--- src/rtl/load_store_byte_sequencer.sv ---
// Load/store initiator that splits byte/halfword/word requests into single-byte memory accesses.
// Optional macro ALIGN_CHECK_EN rejects misaligned halfword/word requests instead of splitting them.
module load_store_byte_sequencer #(
    parameter int ADDR_W = 32,
    parameter int DATA_W = 32
) (
    input  logic              clk_in,
    input  logic              reset_in,
    input  logic              req_valid_in,
    output logic              req_ready_out,
    input  logic              req_write_in,
    input  logic [1:0]        req_size_in,
    input  logic              req_signed_in,
    input  logic [ADDR_W-1:0] req_addr_in,
    input  logic [DATA_W-1:0] req_wdata_in,
    output logic              resp_valid_out,
    output logic [DATA_W-1:0] resp_rdata_out,
    output logic              resp_err_out,
    output logic [ADDR_W-1:0] mem_addr_out,
    output logic              mem_we_out,
    output logic [7:0]        mem_wd_out,
    input  logic [7:0]        mem_rd_in
);

    typedef enum logic [1:0] {IDLE, ACCESS, RESP} state_t;

    state_t              r_state;
    logic                r_write;
    logic                r_signed;
    logic [1:0]          r_size;
    logic [1:0]          r_cnt;
    logic [1:0]          r_last;
    logic [ADDR_W-1:0]   r_addr;
    logic [DATA_W-1:0]   r_wdata;
    logic [DATA_W-1:0]   r_buf;
    logic [DATA_W-1:0]   r_rdata;
    logic                r_err;

    logic                w_misaligned;
    logic                w_reject;
    logic [4:0]          w_bit_idx;
    logic [DATA_W-1:0]   w_buf_next;
    logic [DATA_W-1:0]   w_ext;

`ifdef ALIGN_CHECK_EN
    assign w_misaligned = ((req_size_in == 2'b01) && req_addr_in[0]) ||
                          ((req_size_in == 2'b10) && (req_addr_in[1:0] != 2'b00));
`else
    assign w_misaligned = 1'b0;
`endif

    assign w_reject  = (req_size_in == 2'b11) || w_misaligned;
    assign w_bit_idx = {r_cnt, 3'b000};

    // Final byte of a load lands in the buffer on the same edge the response is formed.
    always_comb begin
        w_buf_next = r_buf;
        w_buf_next[w_bit_idx +: 8] = mem_rd_in;
    end

    always_comb begin
        w_ext = w_buf_next;
        case (r_size)
            2'b00:   w_ext = {{24{r_signed & w_buf_next[7]}}, w_buf_next[7:0]};
            2'b01:   w_ext = {{16{r_signed & w_buf_next[15]}}, w_buf_next[15:0]};
            default: w_ext = w_buf_next;
        endcase
    end

    assign req_ready_out  = (r_state == IDLE) && !reset_in;
    assign resp_valid_out = (r_state == RESP) && !reset_in;
    assign resp_rdata_out = r_rdata;
    assign resp_err_out   = r_err;
    assign mem_addr_out   = (r_state == ACCESS) ? r_addr + ADDR_W'(r_cnt) : '0;
    assign mem_we_out     = (r_state == ACCESS) && r_write && !reset_in;
    assign mem_wd_out     = ((r_state == ACCESS) && r_write) ? r_wdata[w_bit_idx +: 8] : '0;

    always_ff @(posedge clk_in) begin
        if (reset_in) begin
            r_state  <= IDLE;
            r_write  <= 1'b0;
            r_signed <= 1'b0;
            r_size   <= 2'b00;
            r_cnt    <= 2'b00;
            r_last   <= 2'b00;
            r_addr   <= '0;
            r_wdata  <= '0;
            r_buf    <= '0;
            r_rdata  <= '0;
            r_err    <= 1'b0;
        end else begin
            case (r_state)
                IDLE: begin
                    if (req_valid_in) begin
                        r_write  <= req_write_in;
                        r_size   <= req_size_in;
                        r_signed <= req_signed_in;
                        r_addr   <= req_addr_in;
                        r_wdata  <= req_wdata_in;
                        r_cnt    <= 2'b00;
                        r_buf    <= '0;
                        case (req_size_in)
                            2'b00:   r_last <= 2'd0;
                            2'b01:   r_last <= 2'd1;
                            default: r_last <= 2'd3;
                        endcase
                        if (w_reject) begin
                            r_state <= RESP;
                            r_err   <= 1'b1;
                            r_rdata <= '0;
                        end else begin
                            r_state <= ACCESS;
                        end
                    end
                end
                ACCESS: begin
                    if (!r_write) r_buf <= w_buf_next;
                    r_cnt <= r_cnt + 2'd1;
                    if (r_cnt == r_last) begin
                        r_state <= RESP;
                        r_err   <= 1'b0;
                        r_rdata <= r_write ? '0 : w_ext;
                    end
                end
                RESP:    r_state <= IDLE;
                default: r_state <= IDLE;
            endcase
        end
    end

endmodule

--- config.mk ---
export PLATFORM = sky130hd
export DESIGN_NAME = load_store_byte_sequencer
export DESIGN_NICKNAME = d
export VERILOG_FILES = /design/src/rtl/load_store_byte_sequencer.sv
export SDC_FILE = /design/constraint.sdc
export NUM_CORES = 1
export LEC_CHECK = 0
export ABC_AREA = 1
export BUFFER_PORTS_ARGS = -buffer_cell sky130_fd_sc_hd__buf_2
export CORE_MARGIN = 2
export CORE_UTILIZATION = 35
export CTS_CLUSTER_SIZE = 40
export DETAILED_ROUTE_END_ITERATION = 8
export REMOVE_ABC_BUFFERS = 1
export SLEW_MARGIN = 20
export SYNTH_ARGS = -nofsm -noshare
export SYNTH_HDL_FRONTEND = slang
export SYNTH_SLANG_ARGS = --single-unit
--- constraint.sdc ---
create_clock -name clk_in -period 2.4 [get_ports clk_in]
set_clock_uncertainty 0.1 [all_clocks]
set_input_delay 0.36 -clock clk_in [delete_from_list [all_inputs] [get_ports clk_in]]
set_output_delay 0.36 -clock clk_in [all_outputs]
set_load 0.005 [all_outputs]
# After elaboration in Yosys (flattened, before gate mapping)
# Cells that the tools add are included.
# totals
reg_bits,139
in_bits,79
output_inout_bits,76
word_cells,66
# classes
addsub,3
n_eq_ne,10
shifts,3
muxes,23
bitwise,2
n_reduce_logical,14
# ops
op,n
two-way mux 32 bit,7
one-hot mux 32 bit (2 select lines),3
adder 32 x 2 -> 32 bit,1
bitwise mux 32 bit,1
"variable shift 8 x 7 -> 32 bit, first input constant",1
variable part select 32 x 6 -> 8 bit,1
variable part select 8 x 7 -> 32 bit,1
one-hot mux 2 bit (2 select lines),3
two-way mux 2 bit,4
two-way mux 8 bit,1
negator 5 -> 7 bit,1
"== test 2 x 1 -> 1 bit, second input constant",3
zero test 2 bit,3
"!= test 2 bit, second input constant",3
AND reduction 2 bit,3
"== test 2 bit, second input constant",2
logical AND 1 bit,4
AND reduction 4 bit,1
two-way mux 1 bit,3
AND reduction 3 bit,1
"adder 2 x 1 -> 2 bit, second input constant",1
AND 1 bit,2
== test 2 bit,1
"!= test 2 x 1 -> 1 bit, second input constant",1
other kinds (3),3

# Depth between registers and ports, before layout
# depth
depth_word,8
depth_mapped,11
depth_no_buf,11

# Worst setup path before layout
# OpenSTA, ideal clock, no wires.
# synth_timing
path_kind,register to output
start,register r_cnt[0]
end,output mem_addr_out[16]
arrival_time_ns,1.584
required_ns,1.940
path_slack_ns,0.356
stages_incl_launch_ff,10
path_buffers,0
cell_sequence,dfxtp_1 -> ha_1 -> fa_1 -> nand2_1 -> nor2_2 -> nand2_1 -> nor2_2 -> nand3_1 -> xor2_1 -> nor2_1
# synth_between
elab_chain_len,2
# synth_rtl
item,line_no,text
start: declaration,31,logic [1:0] r_cnt;
start signal: assignment,118,r_cnt <= r_cnt + 2'd1;
adder 32 x 2 -> 32 bit,74,assign mem_addr_out = (r_state == ACCESS) ? r_addr + ADDR_W'(r_cnt) : '0;
two-way mux 32 bit,74,
end: declaration,19,"output logic [ADDR_W-1:0] mem_addr_out,"
# No other way between the ends.

# Final worst setup path
# layout_timing
start,register r_addr[0]
end,output mem_addr_out[14]
# layout_between
elab_chain_len,2
# layout_rtl
item,line_no,text
start: declaration,33,logic [ADDR_W-1:0] r_addr;
start signal: assignment,98,r_addr <= req_addr_in;
adder 32 x 2 -> 32 bit,74,
two-way mux 32 bit,74,
# No other way between the ends.

==> impl_metrics.sql <==
INSERT INTO impl_metrics (metric_group, metric, value, unit) VALUES
('route', 'drt_first_iter_violations', '394', ''),
('logic_synthesis', 'proportion_of_netlist_area_held_by_the_largest_area_contributor', '0.396', ''),
('clock_tree', 'clk_lat_worst_skew', '0.42', 'ns'),
('grt', 'grt_start_max_net_pins', '59', ''),
('cells_and_area', 'antenna_cells', '0', ''),
('route', 'detail_route.wl_per_cell', '13.9', 'µm'),
('setup_path', 'critical_path_most_common_cell', 'sky130_fd_sc_hd__nor2_4', ''),
('setup_path', 'ff2ff_path_depth', '9', ''),
('floorplan', 'die_ht', '146', 'µm'),
('logic_synthesis', 'part_of_the_yosys_area_used_for_sequential_elements', '0.396', ''),
('logic_synthesis', 'postSynthRegisterBits', '139', ''),
('cells_and_area', 'nets', '1300', ''),
('setup_path', 'critPathMaxStageDelay', '0.35', 'ns'),
('cells_and_area', 'area.growth.synth_to_final', '25.9', '%'),
('timing', 'timing.final.crit_period', '2.59', 'ns'),
('logic_synthesis', 'synthesis.area_per_instance', '6.59', 'µm²'),
('floorplan', 'core', '19600', 'µm²'),
('setup_path', 'worstPathCellList', 'ha_4, fa_2, nand2_2, nor2_4, buf_6, nand3_4, nor2_4, xor2_1, nor2_1, buf_2', ''),
('placed_design', 'io_port_bufs', '154', ''),
('logic_synthesis', 'netlist_area_before_placement', '7020', 'µm²'),
('clock_tree', 'clock_tree.htree_level_count', '4', ''),
('clock_tree', 'numCtsBuffers', '17', ''),
('floorplan', 'start_util', '0.358', ''),
('setup_path', 'critical_path_capture_point', 'mem_addr_out[14]', ''),
('timing', 'fin_tns_setup', '-2.08', 'ns'),
('clock_tree', 'clk_root_buffer_cell', 'sky130_fd_sc_hd__clkbuf_16', ''),
('pwr', 'power', '6.56', 'mW'),
('timing', 'rsz_0062_raised_after_global_routing', 'true', ''),
('setup_path', 'arrival', '2.13', 'ns'),
('logic_synthesis', 'synth_top_flop_cell', 'sky130_fd_sc_hd__dfxtp_1', ''),
('timing', 'timing.max_slew.rel_slack', '0.467', ''),
('floorplan', 'design.die.area', '21200', 'µm²'),
('timing', 'max_freq', '0.387', 'GHz'),
('cells_and_area', 'non_filler_cells_in_the_finished_layout', '1490', ''),
('timing', 'worst_case_setup_margin_in_the_final_layout', '-0.187', 'ns'),
('logic_synthesis', 'synth_top_area_cell', 'sky130_fd_sc_hd__dfxtp_1', ''),
('logic_synthesis', 'synth_warnings', '0', ''),
('timing', 'final.period_utilization', '1.08', ''),
('clock_tree', 'cts_hold_buffers', '0', ''),
('setup_path', 'timing.setup.critical_path_class', 'reg2out', ''),
('route', 'dr.pass1.iters', '5', ''),
('timing', 'finalHoldViolations', '0', ''),
('setup_path', 'worst_path_fanout_max', '4', ''),
('logic_synthesis', 'async_flop_share', '0', ''),
('pwr', 'power.ir.vdd_worst', '0.478', 'mV'),
('setup_path', 'r2r-start', 'r_cnt[0]', ''),
('floorplan', 'fp.dieW', '146', 'µm'),
('clock_tree', 'cts.sinks', '139', ''),
('clock_tree', 'cts_tree', 'done', ''),
('cells_and_area', 'post_route_cells_drive_above_1_share', '0.222', ''),
('pwr', 'p_leak', '3.66', 'nW'),
('setup_path', 'worst_setup_path_start_kind', 'flop', ''),
('pwr', 'power.density', '742', 'nW/µm²'),
('timing', 'setup_viol_count_final', '24', ''),
('logic_synthesis', 'most_repeated_cell_in_the_gate_level_netlist_after_synthesis', 'sky130_fd_sc_hd__nand2_1', ''),
('setup_path', 'crit_path_start', 'r_addr[0]', ''),
('logic_synthesis', 'synth_top_cells_by_count', '247 x sky130_fd_sc_hd__nand2_1, 233 x sky130_fd_sc_hd__nor2_1, 139 x sky130_fd_sc_hd__dfxtp_1', ''),
('route', 'final_antenna_net_count', '0', ''),
('status', 'status', 'complete, but fails checks', ''),
('run', 'maxCapViolations', '0', ''),
('route', 'route.detailed.vias_per_inst', '4.80', ''),
('grt', 'gr-usage-all-layers', '0.188', ''),
('timing', 'slew_viol_final', '0', ''),
('route', 'routed-via-count', '7154', ''),
('logic_synthesis', 'netlist-cell-type-count', '38', ''),
('min_path', 'worstHoldPathType', 'in2reg', ''),
('status', 'violated_checks', 'negative setup slack', ''),
('clock_tree', 'worst_path_clk_slew', '0.06', 'ns'),
('placed_design', 'placed_cells', '1447', ''),
('grt', 'number_of_global_route_vias_before_repair', '6464', ''),
('cells_and_area', 'fillerInstances', '2127', '');
## layout make-up
class,instances,area (µm²),area share
clock buffer,20,447,0.0505
clock inverter,11,169,0.0191
inverter,70,270,0.0306
multi-input combinational,806,3860,0.436
sequential,139,2790,0.316
tap,265,332,0.0375
timing repair buffer,179,975,0.110
## cell families after synthesis
| group | share of synthesized area |
|---|---|
| adders and majority gates | 0.0153 |
| xor gates and xnor gates | 0.0125 |
| and+or+nand+nor | 0.323 |
| DFF | 0.396 |
| AOI/OAI and AO/OA | 0.175 |
| buffers and inverters | 0.0780 |
## cell usage in the layout, fill, tap and decap left out, types with 2 or more instances in the layout
| master | instances |
|---|---|
| sky130_fd_sc_hd__nand2_1 | 244 |
| sky130_fd_sc_hd__nor2_1 | 227 |
| sky130_fd_sc_hd__buf_2 | 154 |
| sky130_fd_sc_hd__dfxtp_1 | 135 |
| sky130_fd_sc_hd__a21oi_1 | 114 |
| sky130_fd_sc_hd__o21ai_0 | 100 |
| sky130_fd_sc_hd__inv_1 | 59 |
| sky130_fd_sc_hd__buf_4 | 23 |
| sky130_fd_sc_hd__nand3_1 | 20 |
| sky130_fd_sc_hd__clkbuf_16 | 17 |
| sky130_fd_sc_hd__nor3_1 | 10 |
| sky130_fd_sc_hd__nor2_4 | 10 |
| sky130_fd_sc_hd__nand2_2 | 9 |
| sky130_fd_sc_hd__xor2_1 | 9 |
| sky130_fd_sc_hd__inv_2 | 7 |
| sky130_fd_sc_hd__o21ai_1 | 7 |
| sky130_fd_sc_hd__o22ai_1 | 7 |
| sky130_fd_sc_hd__or2_0 | 7 |
| sky130_fd_sc_hd__ha_1 | 6 |
| sky130_fd_sc_hd__nor2_2 | 5 |
| sky130_fd_sc_hd__a21oi_2 | 5 |
| sky130_fd_sc_hd__nand3_4 | 4 |
| sky130_fd_sc_hd__bufinv_16 | 4 |
| sky130_fd_sc_hd__inv_4 | 3 |
| sky130_fd_sc_hd__nand4_1 | 3 |
| sky130_fd_sc_hd__nand3_2 | 3 |
| sky130_fd_sc_hd__clkinv_2 | 3 |
| sky130_fd_sc_hd__dfxtp_2 | 3 |
| sky130_fd_sc_hd__nor2_8 | 2 |
| sky130_fd_sc_hd__nor3_2 | 2 |
| sky130_fd_sc_hd__nor3_4 | 2 |
| sky130_fd_sc_hd__o21ai_2 | 2 |
| sky130_fd_sc_hd__clkbuf_1 | 2 |
| sky130_fd_sc_hd__clkinv_4 | 2 |
## critical path, delay by kind of cell, from the launching register on
| family | cells | cell delay (ns) |
|---|---|---|
| fa+ha+maj | 2 | 0.36 |
| simple gates | 5 | 0.56 |
| xor+xnor | 1 | 0.18 |
| buf+inv | 2 | 0.27 |
| flops | 1 | 0.35 |
## through the flow
stage	util	setup slack, ns	area, µm²
floorplan	-	-0.164	6740
global placement	0.406	0.0476	7960
detailed placement	0.406	0.0483	7960
CTS	0.445	-0.177	8720
global route	0.451	-0.293	8840
finish	0.451	-0.187	8840
## worst min path at each step
stage | from | to | slack [ns] | cells after the start
final | req_wdata_in[16] | r_wdata[16] | 0.08 | 3
after detailed placement | resp_rdata_out[12] | resp_rdata_out[12] | 0.35 | 2
after floorplan | reset_in | resp_rdata_out[28] | 0.32 | 1
after global routing | req_wdata_in[31] | r_wdata[31] | 0.09 | 3
after global placement | r_buf[26] | r_buf[26] | 0.35 | 2
after CTS | req_wdata_in[16] | r_wdata[16] | 0.06 | 3
## layer usage
metal	vias to the layer above	GRT usage	routed length, µm
li1	3705	-	-
met4	2	0.0510	272
met5	-	0	12
met2	200	0.308	9580
met3	24	0.0442	1210
met1	3223	0.250	9660
## registers in the layout (all words and copies together), names as in the netlist
name,cells
r_wdata,32
resp_err_out,1
r_cnt,2
r_signed,1
r_addr,32
r_size,2
r_last,2
r_write,1
r_state,2
r_buf,32
resp_rdata_out,32
## report_power, final
group	internal [mW]	switching, mW	total [mW]
Combinational	0.372	0.805	1.18
Clock	1.76	1.01	2.78
Sequential	2.48	0.126	2.61
Total	4.61	1.95	6.56
## repair_timing
item / CTS / global route
resized for setup: 25 / 23
gates cloned: 0 / 1
endpoints found under the setup margin: 26 / 68
pin swaps: 11 / 15
buffers inserted: 8 / 3
Note: power is estimated with default switching activity, not from simulation.
